### config.mk
export PLATFORM = sky130hd
export DESIGN_NAME = iccm_loader
export DESIGN_NICKNAME = d
export VERILOG_FILES = /design/src/rtl/iccm_loader.sv
export SDC_FILE = /design/constraint.sdc
export NUM_CORES = 1
export LEC_CHECK = 0
export ABC_AREA = 0
export CAP_MARGIN = 20
export CORE_ASPECT_RATIO = 1.75
export CORE_UTILIZATION = 40
export CTS_CLUSTER_DIAMETER = 100
export DETAILED_ROUTE_END_ITERATION = 8
export SETUP_SLACK_MARGIN = 0.02
export SLEW_MARGIN = 20
export SYNTH_ARGS = -nofsm -noshare
export SYNTH_HDL_FRONTEND = slang
export SYNTH_SLANG_ARGS = --single-unit
### constraint.sdc
create_clock -name brq_clk -period 4.4 [get_ports brq_clk]
set_input_delay 0.44 -clock brq_clk [delete_from_list [all_inputs] [get_ports brq_clk]]
set_output_delay 0.44 -clock brq_clk [all_outputs]
set_load 0.02 [all_outputs]
### src/rtl/iccm_loader.sv
// iccm_loader: packs a little-endian byte stream into 32-bit words and writes
// them sequentially into the ICCM starting at word address 0, holding the core
// while a load is in progress.
module iccm_loader #(
  parameter int unsigned DataWidth = 32,  // only 32 is supported
  parameter int unsigned AddrWidth = 15
) (
  input  logic                 brq_clk,
  input  logic                 brq_rst,
  input  logic                 i_start,
  input  logic [AddrWidth:0]   i_word_count,
  input  logic [7:0]           i_byte,
  input  logic                 i_byte_valid,
  output logic                 o_byte_ready,
  output logic [AddrWidth-1:0] o_iccm_addr,
  output logic [DataWidth-1:0] o_iccm_data,
  output logic                 o_iccm_write,
  output logic                 o_iccm_read,
  output logic                 o_busy,
  output logic                 o_done,
  output logic                 o_core_hold
);

  localparam int unsigned CntW = AddrWidth + 1;
  // DEPTH = 2**AddrWidth, the largest count that never wraps the address
  localparam logic [CntW-1:0] Depth = CntW'(1) << AddrWidth;

  typedef enum logic [1:0] {
    IDLE    = 2'd0,
    COLLECT = 2'd1,
    WRITE   = 2'd2,
    DONE    = 2'd3
  } state_e;

  state_e                 state_q, state_d;
  logic [CntW-1:0]        count_q, count_d;
  logic [CntW-1:0]        wr_cnt_q, wr_cnt_d;
  logic [AddrWidth-1:0]   addr_q, addr_d;
  logic [1:0]             idx_q, idx_d;
  logic [DataWidth-1:0]   word_q, word_d;

  logic                   ready_q, ready_d;
  logic [AddrWidth-1:0]   iaddr_q, iaddr_d;
  logic [DataWidth-1:0]   idata_q, idata_d;
  logic                   write_q, write_d;
  logic                   read_q, read_d;
  logic                   busy_q, busy_d;
  logic                   done_q, done_d;

  logic [CntW-1:0]        count_clamp;
  logic [CntW-1:0]        wr_cnt_inc;

  // Next-state, datapath and registered-output computation
  always_comb begin
    state_d     = state_q;
    count_d     = count_q;
    wr_cnt_d    = wr_cnt_q;
    addr_d      = addr_q;
    idx_d       = idx_q;
    word_d      = word_q;
    iaddr_d     = iaddr_q;
    idata_d     = idata_q;
    count_clamp = (i_word_count > Depth) ? Depth : i_word_count;
    wr_cnt_inc  = CntW'(wr_cnt_q + CntW'(1));

    unique case (state_q)
      IDLE: begin
        if (i_start) begin
          count_d  = count_clamp;
          wr_cnt_d = '0;
          addr_d   = '0;
          idx_d    = '0;
          state_d  = (count_clamp == '0) ? DONE : COLLECT;
        end
      end
      COLLECT: begin
        // ready is high for the whole of COLLECT, so valid alone is a transfer
        if (i_byte_valid) begin
          word_d[{idx_q, 3'b000} +: 8] = i_byte;
          idx_d = 2'(idx_q + 2'd1);
          if (idx_q == 2'd3) begin
            state_d = WRITE;
          end
        end
      end
      WRITE: begin
        addr_d   = AddrWidth'(addr_q + AddrWidth'(1));
        wr_cnt_d = wr_cnt_inc;
        state_d  = (wr_cnt_inc == count_q) ? DONE : COLLECT;
      end
      DONE: begin
        state_d = IDLE;
      end
      default: begin
        state_d = IDLE;
      end
    endcase

    // Address/data outputs only change on entry to WRITE and hold otherwise
    if ((state_d == WRITE) && (state_q != WRITE)) begin
      iaddr_d = addr_q;
      idata_d = word_d;
    end

    ready_d = (state_d == COLLECT);
    write_d = (state_d == WRITE);
    read_d  = (state_d == IDLE);
    busy_d  = (state_d != IDLE);
    done_d  = (state_d == DONE);
  end

  // State and output registers with asynchronous active-high reset
  always_ff @(posedge brq_clk or posedge brq_rst) begin
    if (brq_rst) begin
      state_q  <= IDLE;
      count_q  <= '0;
      wr_cnt_q <= '0;
      addr_q   <= '0;
      idx_q    <= '0;
      word_q   <= '0;
      ready_q  <= 1'b0;
      iaddr_q  <= '0;
      idata_q  <= '0;
      write_q  <= 1'b0;
      read_q   <= 1'b1;
      busy_q   <= 1'b0;
      done_q   <= 1'b0;
    end else begin
      state_q  <= state_d;
      count_q  <= count_d;
      wr_cnt_q <= wr_cnt_d;
      addr_q   <= addr_d;
      idx_q    <= idx_d;
      word_q   <= word_d;
      ready_q  <= ready_d;
      iaddr_q  <= iaddr_d;
      idata_q  <= idata_d;
      write_q  <= write_d;
      read_q   <= read_d;
      busy_q   <= busy_d;
      done_q   <= done_d;
    end
  end

  assign o_byte_ready = ready_q;
  assign o_iccm_addr  = iaddr_q;
  assign o_iccm_data  = idata_q;
  assign o_iccm_write = write_q;
  assign o_iccm_read  = read_q;
  assign o_busy       = busy_q;
  assign o_done       = done_q;
  assign o_core_hold  = busy_q;

endmodule
==> results of run 1 <==
==> per-stage QoR <==
| stage | cell area, um2 | setup WS (ns) |
|---|---|---|
| after floorplan | 6070 | 0.351 |
| after global placement | 6980 | 1.33 |
| after detailed placement | 6980 | 1.19 |
| after CTS | 7590 | 1.56 |
| after global routing | 7590 | 1.36 |
| final | 7590 | 1.66 |
==> layer usage <==
| layer | vias up | GRT usage, % | wire, um |
|---|---|---|---|
| li1 | 2138 | - | - |
| met1 | 2167 | 20.6 | 5330 |
| met2 | 99 | 35.2 | 7650 |
| met3 | 14 | 3.36 | 505 |
| met4 | 0 | 6.68 | 223 |
| met5 | - | 0 | 0 |
==> worst max-delay path, delay by kind of cell (launching register included) <==
kind	cells	cell delay (ns)
and+or+nand+nor	3	0.97
buffers and inverters	1	0.81
DFF	1	0.42
muxes	1	0.41
==> sequential cells by signal (all words and copies together), names as in the netlist <==
| name | cells |
|---|---|
| o_busy | 1 |
| o_iccm_addr | 15 |
| o_iccm_write | 1 |
| o_iccm_data | 32 |
| idx_q | 2 |
| word_q | 32 |
| count_q | 16 |
| state_q | 2 |
| o_iccm_read | 1 |
| wr_cnt_q | 16 |
| o_done | 1 |
| o_byte_ready | 1 |
| addr_q | 15 |
==> how the worst min path moves through the flow <==
stage	from	end	slack [ns]	cells after the start
global placement	addr_q[14]$_DFFE_PP0P_	addr_q[14]$_DFFE_PP0P_	0.46	1
floorplan	addr_q[14]$_DFFE_PP0P_	addr_q[14]$_DFFE_PP0P_	0.44	1
detailed placement	word_q[5]$_DFF_PP0_	word_q[5]$_DFF_PP0_	0.47	2
CTS	o_iccm_data[15]$_DFFE_PP0P_	o_iccm_data[15]$_DFFE_PP0P_	0.49	1
finish	o_iccm_data[15]$_DFFE_PP0P_	o_iccm_data[15]$_DFFE_PP0P_	0.48	1
global route	o_iccm_addr[6]$_DFFE_PP0P_	o_iccm_addr[6]$_DFFE_PP0P_	0.50	1
==> kinds of logic (layout without fill, tap and decap cells) <==
kind of cell / after synthesis / count (layout) / share of synthesized area [%]
compound gates: 113 / 113 / 11.4
xor+xnor: 23 / 23 / 3.32
fa+ha+maj: 8 / 8 / 1.65
buf+inv: 39 / 125 / 3.58
flops: 135 / 135 / 55.6
mux: 50 / 50 / 9.23
simple gates: 197 / 197 / 15.2
==> cells in the mapped netlist, drive strengths merged, types with 11 or more instances <==
cell type	n
dfrtp	134
nand2	104
o21ai	69
mux2	48
nand3	28
buf	18
nor2	13
a22o	12
xor2	12
clkbuf	11
nand4	11
xnor2	11
==> cell type report <==
class | instances | share of cell area, %
Inverter | 10 | 0.527
Clock buffer | 18 | 5.78
Multi-Input combinational cell | 391 | 32.6
Tap cell | 183 | 3.02
Sequential cell | 135 | 44.5
Clock inverter | 12 | 2.36
Timing Repair Buffer | 85 | 11.2
==> power by group through the flow <==
stage	clock network, mW	logic [mW]	registers [mW]
2_1_floorplan	0	0.691	1.98
3_3_place_gp	0	1.38	1.82
3_5_place_dp	0	1.42	1.84
4_1_cts	1.51	1.42	1.82
5_1_grt	1.56	1.54	1.86
6_report	1.48	1.40	1.81
==> results by group, run 1 <==
Logic synthesis
  • Number of distinct library cell variants in the gate-level netlist after synthesis: 51
  • Largest cells by area after synthesis: sky130_fd_sc_hd__dfrtp_1 (55%), sky130_fd_sc_hd__nand2_1 (6.4%), sky130_fd_sc_hd__mux2_2 (5.4%), sky130_fd_sc_hd__o21ai_1 (4.4%), sky130_fd_sc_hd__mux2_1 (3.5%)
  • Count of flip-flops with a built-in enable after synthesis: 0
  • Proportion of synthesized chip area in sequential cells: 55.6%
  • Cell type with the highest aggregate area in the netlist: sky130_fd_sc_hd__dfrtp_1
  • Proportion of netlist area held by the largest area contributor: 55.2%
  • Async set-reset flop share out of synthesis: 100%
  • Synth warnings: 0
  • Number of instances in the synthesized netlist: 565
  • Net count of the mapped netlist: 601
  • Average size of a mapped cell: 10.7 um2
  • Dominant register cell in the synthesized netlist: sky130_fd_sc_hd__dfrtp_1
  • #FFs+latches synth: approximately 140
  • Post-synth design cell area: ~0.006 mm2

Layout
  • Most common cell after layout, fill and taps aside: sky130_fd_sc_hd__dfrtp_1
  • Utilization of the core after routing: 51.2%
  • Ant diodes: 0
  • Share of cells above drive strength 1: a little under an eighth
  • Most frequent cells in the layout: sky130_fd_sc_hd__dfrtp_1 (134), sky130_fd_sc_hd__nand2_1 (104), sky130_fd_sc_hd__clkdlybuf4s50_1 (80), sky130_fd_sc_hd__o21ai_1 (54), sky130_fd_sc_hd__mux2_2 (29)
  • Sequential cell area: 0.00338 mm2
  • Filler instances: 1333
  • Number of non-filler instances in the completed layout: 834
  • Area grow syn2layout: 25.0%
  • Final-stage net count: 676
  • Area occupied by multi-input gates: between 0.002 and 0.0025 mm2

Power and ir drop
  • Highest ir drop seen on vdd: 0.247 mV
  • Lkg Pwr: 3.37 nW
  • Fraction of power spent switching nets: 31.6%
  • P_int: 3.21 mW
  • Sw power: 1.48 mW
  • Power after layout: ~4.7 mW
  • Combinational share of power: 29.9%
  • Sequential group share of total power: between 30% and 40%
  • Power per unit of standard cell area: 618 mW/mm2
  • Clock group share of total power: between 30% and 40%

Global routing
  • Pin count of the biggest net entering global routing: 70
  • Antenna violations before repair: 0
  • Total gr overflow: 0
  • Via count of the first global-routing pass: approximately 4400
  • Global-route wire length before repair: 22300 um
  • Aggregate global-route resource usage: between 10% and 20%

Clock network
  • Sinks on the clock net: 135
  • Total clock buffers created by CTS: 17
  • Clock Path Buffers: 2
  • Clock Root Buffer: sky130_fd_sc_hd__clkbuf_16
  • Clk_lat worst skew: roughly 0.41 ns
  • TritonCTS clock tree: built
  • # hold bufs at CTS: 0
  • # Post-CTS Setup Buffers: 0
  • Clock-pin slew of the registers on the worst-case setup and hold paths: roughly 0.05 ns
  • Count of cells resized by post-cts repair: 0
  • CTS H-tree depth: 4

Timing
  • Largest clock skew in the final design: 0.00907 ns
  • Upper clock frequency limit: 0.365 GHz
  • Period utilisation layout: between 60 and 70%
  • RSZ-0062 raised after global routing: false
  • Final Hold Vio Count: 0
  • Final min period: approximately 2.7 ns
  • Tightest slew margin relative to the limit: around a third
  • Number of setup violations in the final report: 0
  • Setup total negative slack: 0 ns
  • Worst hold slack: roughly 0.48 ns
  • Worst slew pin tran: 1.01 ns
  • Final-report max-slew violation count: 0

Hold path
  • Worst hold path class: flop to flop

Placement
  • Number of cells after detailed placement: 804
  • DP Wirelength: 9830 um
  • Count of buffers from port buffering: 80
  • Weighted congestion at the end of routability-driven global placement: roughly 0.9

Detailed routing
  • Via Count: about 4400
  • DRC violation count after routing: 0
  • Antenna viol nets, final: 0
  • Via-per-instance ratio: 5.30
  • First-pass iteration count of the detailed router: 6
  • Wire length reported by the detailed router: 13700 um
  • WL/cell: 16.4 um
  • Starting DRC count in detailed routing: 131

Critical path
  • Arr. time, crit path: 3.02 ns
  • Sort of element at the end of the critical path: flop
  • Class of the most critical setup path: flop to flop
  • Number of cells traversed by the worst register-to-register path: 5
  • Capture point of the worst reg-to-reg path: o_iccm_data[7]$_DFFE_PP0P_
  • Worst-path cell chain: nor2b_1 -> and2_1 -> nand2_1 -> inv_2 -> mux2_2
  • Required arrival time at the worst endpoint: 4.68 ns
  • Slowest cell delay on critical path: between 0.8 and 0.9 ns
  • CP startpoint kind: flop
  • Cell type of the slowest stage on the worst timing path: sky130_fd_sc_hd__inv_2
  • Worst-case register-to-register setup slack: 1.66 ns
  • Critical register-to-register path startpoint: state_q[0]$_DFF_PP0_
  • Crit path from: state_q[0]$_DFF_PP0_
  • Max Fanout on Critical Path: 33
  • Capturing element of the worst setup path: o_iccm_data[7]$_DFFE_PP0P_

Die
  • Die footprint: between 0.015 and 0.02 mm2
  • Initial core utilization: 40.9%
  • Cell Rows: 59
  • Die boundary height: 165 um
  • Area inside the core boundary: 0.0148 mm2
  • Top-level port count: 81
  • Die span in x: 95.1 um

Outcome
  • Status: finished, final reports clean

Job
  • Maximum Capacitance Violations: 0
Note: power is estimated with default switching activity, not from simulation.
==> run 2, diff against run 1 <==
==> constraint.sdc (replaced) <==
create_clock -name brq_clk -period 2.5 [get_ports brq_clk]
set_input_delay 0.25 -clock brq_clk [delete_from_list [all_inputs] [get_ports brq_clk]]
set_output_delay 0.25 -clock brq_clk [all_outputs]
set_load 0.02 [all_outputs]
==> run 2 against run 1 <==
Effect of this change: cell count increased by 1.6%; die area unchanged; first-iteration DRC count increased by 66%; register-to-register slack got worse by 1.4 ns; flip-flop and latch count unchanged; critical path depth increased by 2; setup slack got worse by 1.4 ns; cell area increased by 1.8%; critical path type unchanged; critical endpoint is now o_done$_DFF_PP0_.
==> results by group, run 2 (same netlist as run 1, synthesis figures left out) <==
Clock network
  • # hold bufs at CTS: 0 (unchanged)
  • TritonCTS clock tree: built
  • Total clock buffers created by CTS: 17 (unchanged)
  • # Post-CTS Setup Buffers: 0 (unchanged)
  • Sinks on the clock net: 135 (unchanged)
  • Clock-pin slew of the registers on the worst-case setup and hold paths: 0.06 ns (about the same)
  • Clock Root Buffer: sky130_fd_sc_hd__clkbuf_16
  • CTS H-tree depth: 4 (unchanged)
  • Clock Path Buffers: 2 (unchanged)
  • Clk_lat worst skew: 0.41 ns (about the same)
  • Count of cells resized by post-cts repair: 0 (unchanged)

Power and ir drop
  • Lkg Pwr: 3.44 nW (+2.1%)
  • Highest ir drop seen on vdd: 0.509 mV (+110%)
  • Power per unit of standard cell area: 1090 mW/mm2 (+76%)
  • Power after layout: 8.42 mW (+79%)

Placement
  • Count of buffers from port buffering: 80 (unchanged)
  • DP Wirelength: 10300 um (+4.5%)
  • Weighted congestion at the end of routability-driven global placement: 0.839 (-6.7%)

Detailed routing
  • Starting DRC count in detailed routing: 218 (+66%)
  • First-pass iteration count of the detailed router: 4 (-2)
  • Wire length reported by the detailed router: 14100 um (+3.0%)
  • WL/cell: 16.7 um (+1.4%)
  • Via-per-instance ratio: 5.32 (+0.34%)
  • Antenna viol nets, final: 0 (unchanged)
  • DRC violation count after routing: 0 (unchanged)
  • Via Count: 4502 (+1.9%)

Timing
  • Final min period: 2.27 ns (-0.466 ns)
  • RSZ-0062 raised after global routing: false
  • Period utilisation layout: 90.8% (+29 points)
  • Tightest slew margin relative to the limit: 63.9% (+31 points)
  • Worst slew pin tran: 0.540 ns (-0.467 ns)
  • Final-report max-slew violation count: 0 (unchanged)
  • Final Hold Vio Count: 0 (unchanged)
  • Setup total negative slack: 0 ns (unchanged)
  • Number of setup violations in the final report: 0 (unchanged)
  • Upper clock frequency limit: 0.440 GHz (+21%)
  • Largest clock skew in the final design: 0.0136 ns (+0.00451 ns)

Layout
  • Area grow syn2layout: 27.3%
  • Most frequent cells in the layout: sky130_fd_sc_hd__dfrtp_1 (134), sky130_fd_sc_hd__nand2_1 (104), sky130_fd_sc_hd__clkdlybuf4s50_1 (80), sky130_fd_sc_hd__o21ai_1 (54), sky130_fd_sc_hd__mux2_2 (29)
  • Ant diodes: 0 (unchanged)
  • Area occupied by multi-input gates: 0.00249 mm2 (+0.51%)
  • Most common cell after layout, fill and taps aside: sky130_fd_sc_hd__dfrtp_1
  • Sequential cell area: 0.00338 mm2 (unchanged)
  • Final-stage net count: 687 (+1.6%)
  • Filler instances: 1307 (-2.0%)
  • Share of cells above drive strength 1: 13.4% (+2.0 points)

Hold path
  • Worst hold path class: input port to async pin

Die
  • Initial core utilization: 40.9% (unchanged)
  • Top-level port count: 81 (unchanged)
  • Area inside the core boundary: 0.0148 mm2 (unchanged)
  • Die span in x: 95.1 um (unchanged)
  • Cell Rows: 59 (unchanged)
  • Die footprint: 0.0157 mm2 (unchanged)
  • Die boundary height: 165 um (unchanged)

Critical path
  • Crit path from: wr_cnt_q[0]$_DFFE_PP0P_
  • Number of cells traversed by the worst register-to-register path: 7 (+2)
  • Max Fanout on Critical Path: 7 (-79%)
  • Arr. time, crit path: 2.62 ns (-0.40 ns)
  • Capturing element of the worst setup path: o_done$_DFF_PP0_
  • Capture point of the worst reg-to-reg path: o_done$_DFF_PP0_
  • Worst-case register-to-register setup slack: 0.23 ns (-1.43 ns)
  • CP startpoint kind: flop
  • Critical register-to-register path startpoint: wr_cnt_q[0]$_DFFE_PP0P_
  • Class of the most critical setup path: flop to flop
  • Sort of element at the end of the critical path: flop
  • Required arrival time at the worst endpoint: 2.84 ns (-1.84 ns)

Global routing
  • Via count of the first global-routing pass: 4528 (+3.3%)
  • Global-route wire length before repair: 23300 um (+4.4%)
  • Pin count of the biggest net entering global routing: 51 (-27%)
  • Aggregate global-route resource usage: 19.6% (+0.78 points)
  • Antenna violations before repair: 0 (unchanged)
  • Total gr overflow: 0 (unchanged)

Outcome
  • Status: finished, final reports clean

Job
  • Maximum Capacitance Violations: 0 (unchanged)
[run 2: cell count changes in the layout (fill, tap and decap cells not counted), sizes merged]
cell and change:
buf +11, inv +2, clkbuf +1, clkinv -1
[run 2: area by class of cell]
cell class                      instances  area share [%]
Tap cell                              183            2.96
Multi-Input combinational cell        391            32.2
Clock buffer                           19            5.73
Timing Repair Buffer                   96            12.4
Inverter                               10           0.534
Sequential cell                       135            43.7
Clock inverter                         13            2.49
[run 2: worst min-delay path by stage]
stage / startpoint / end / slack [ns]
CTS: brq_rst / word_q[25]$_DFF_PP0_ / 0.25
global placement: addr_q[14]$_DFFE_PP0P_ / addr_q[14]$_DFFE_PP0P_ / 0.46
floorplan: i_word_count[15] / count_q[15]$_DFFE_PP0P_ / 0.38
global route: brq_rst / o_iccm_data[4]$_DFFE_PP0P_ / 0.27
finish: brq_rst / word_q[25]$_DFF_PP0_ / 0.25
detailed placement: addr_q[14]$_DFFE_PP0P_ / addr_q[14]$_DFFE_PP0P_ / 0.46
[run 2: stage by stage]
stage	setup slack, ns	area (um2)	utilization, %	hold slack (ns)	instances
after CTS	0.0808	7720	52.0	0.249	847
final	0.229	7730	52.1	0.247	847
after global routing	0.0505	7730	52.1	0.267	847
after global placement	0.260	7080	47.7	0.456	815
after detailed placement	0.141	7080	47.7	0.460	815
after floorplan	0.416	6080	-	0.382	565
[run 2: where the power goes]
part / internal, mW / switching (mW)
Combinational: 1.20 / 1.34
Sequential: 2.82 / 0.375
Clock: 1.71 / 0.972
[run 2: per-layer routing]
layer / part of all wire [%] / track usage [%]
met1: 40 / 21.9
met2: 55 / 35.9
met3: 3.3 / 4.24
met4: 1.7 / 6.47
met5: 0 / 0
[run 2: critical path, stage by stage (launching register included)]
cell and delay, ns:
sky130_fd_sc_hd__dfrtp_1 0.44, sky130_fd_sc_hd__ha_1 0.31, sky130_fd_sc_hd__and3_2 0.30, sky130_fd_sc_hd__xnor2_1 0.15, sky130_fd_sc_hd__nor4_2 0.32, sky130_fd_sc_hd__o2111ai_1 0.20, sky130_fd_sc_hd__o31ai_2 0.31, sky130_fd_sc_hd__and2_1 0.16
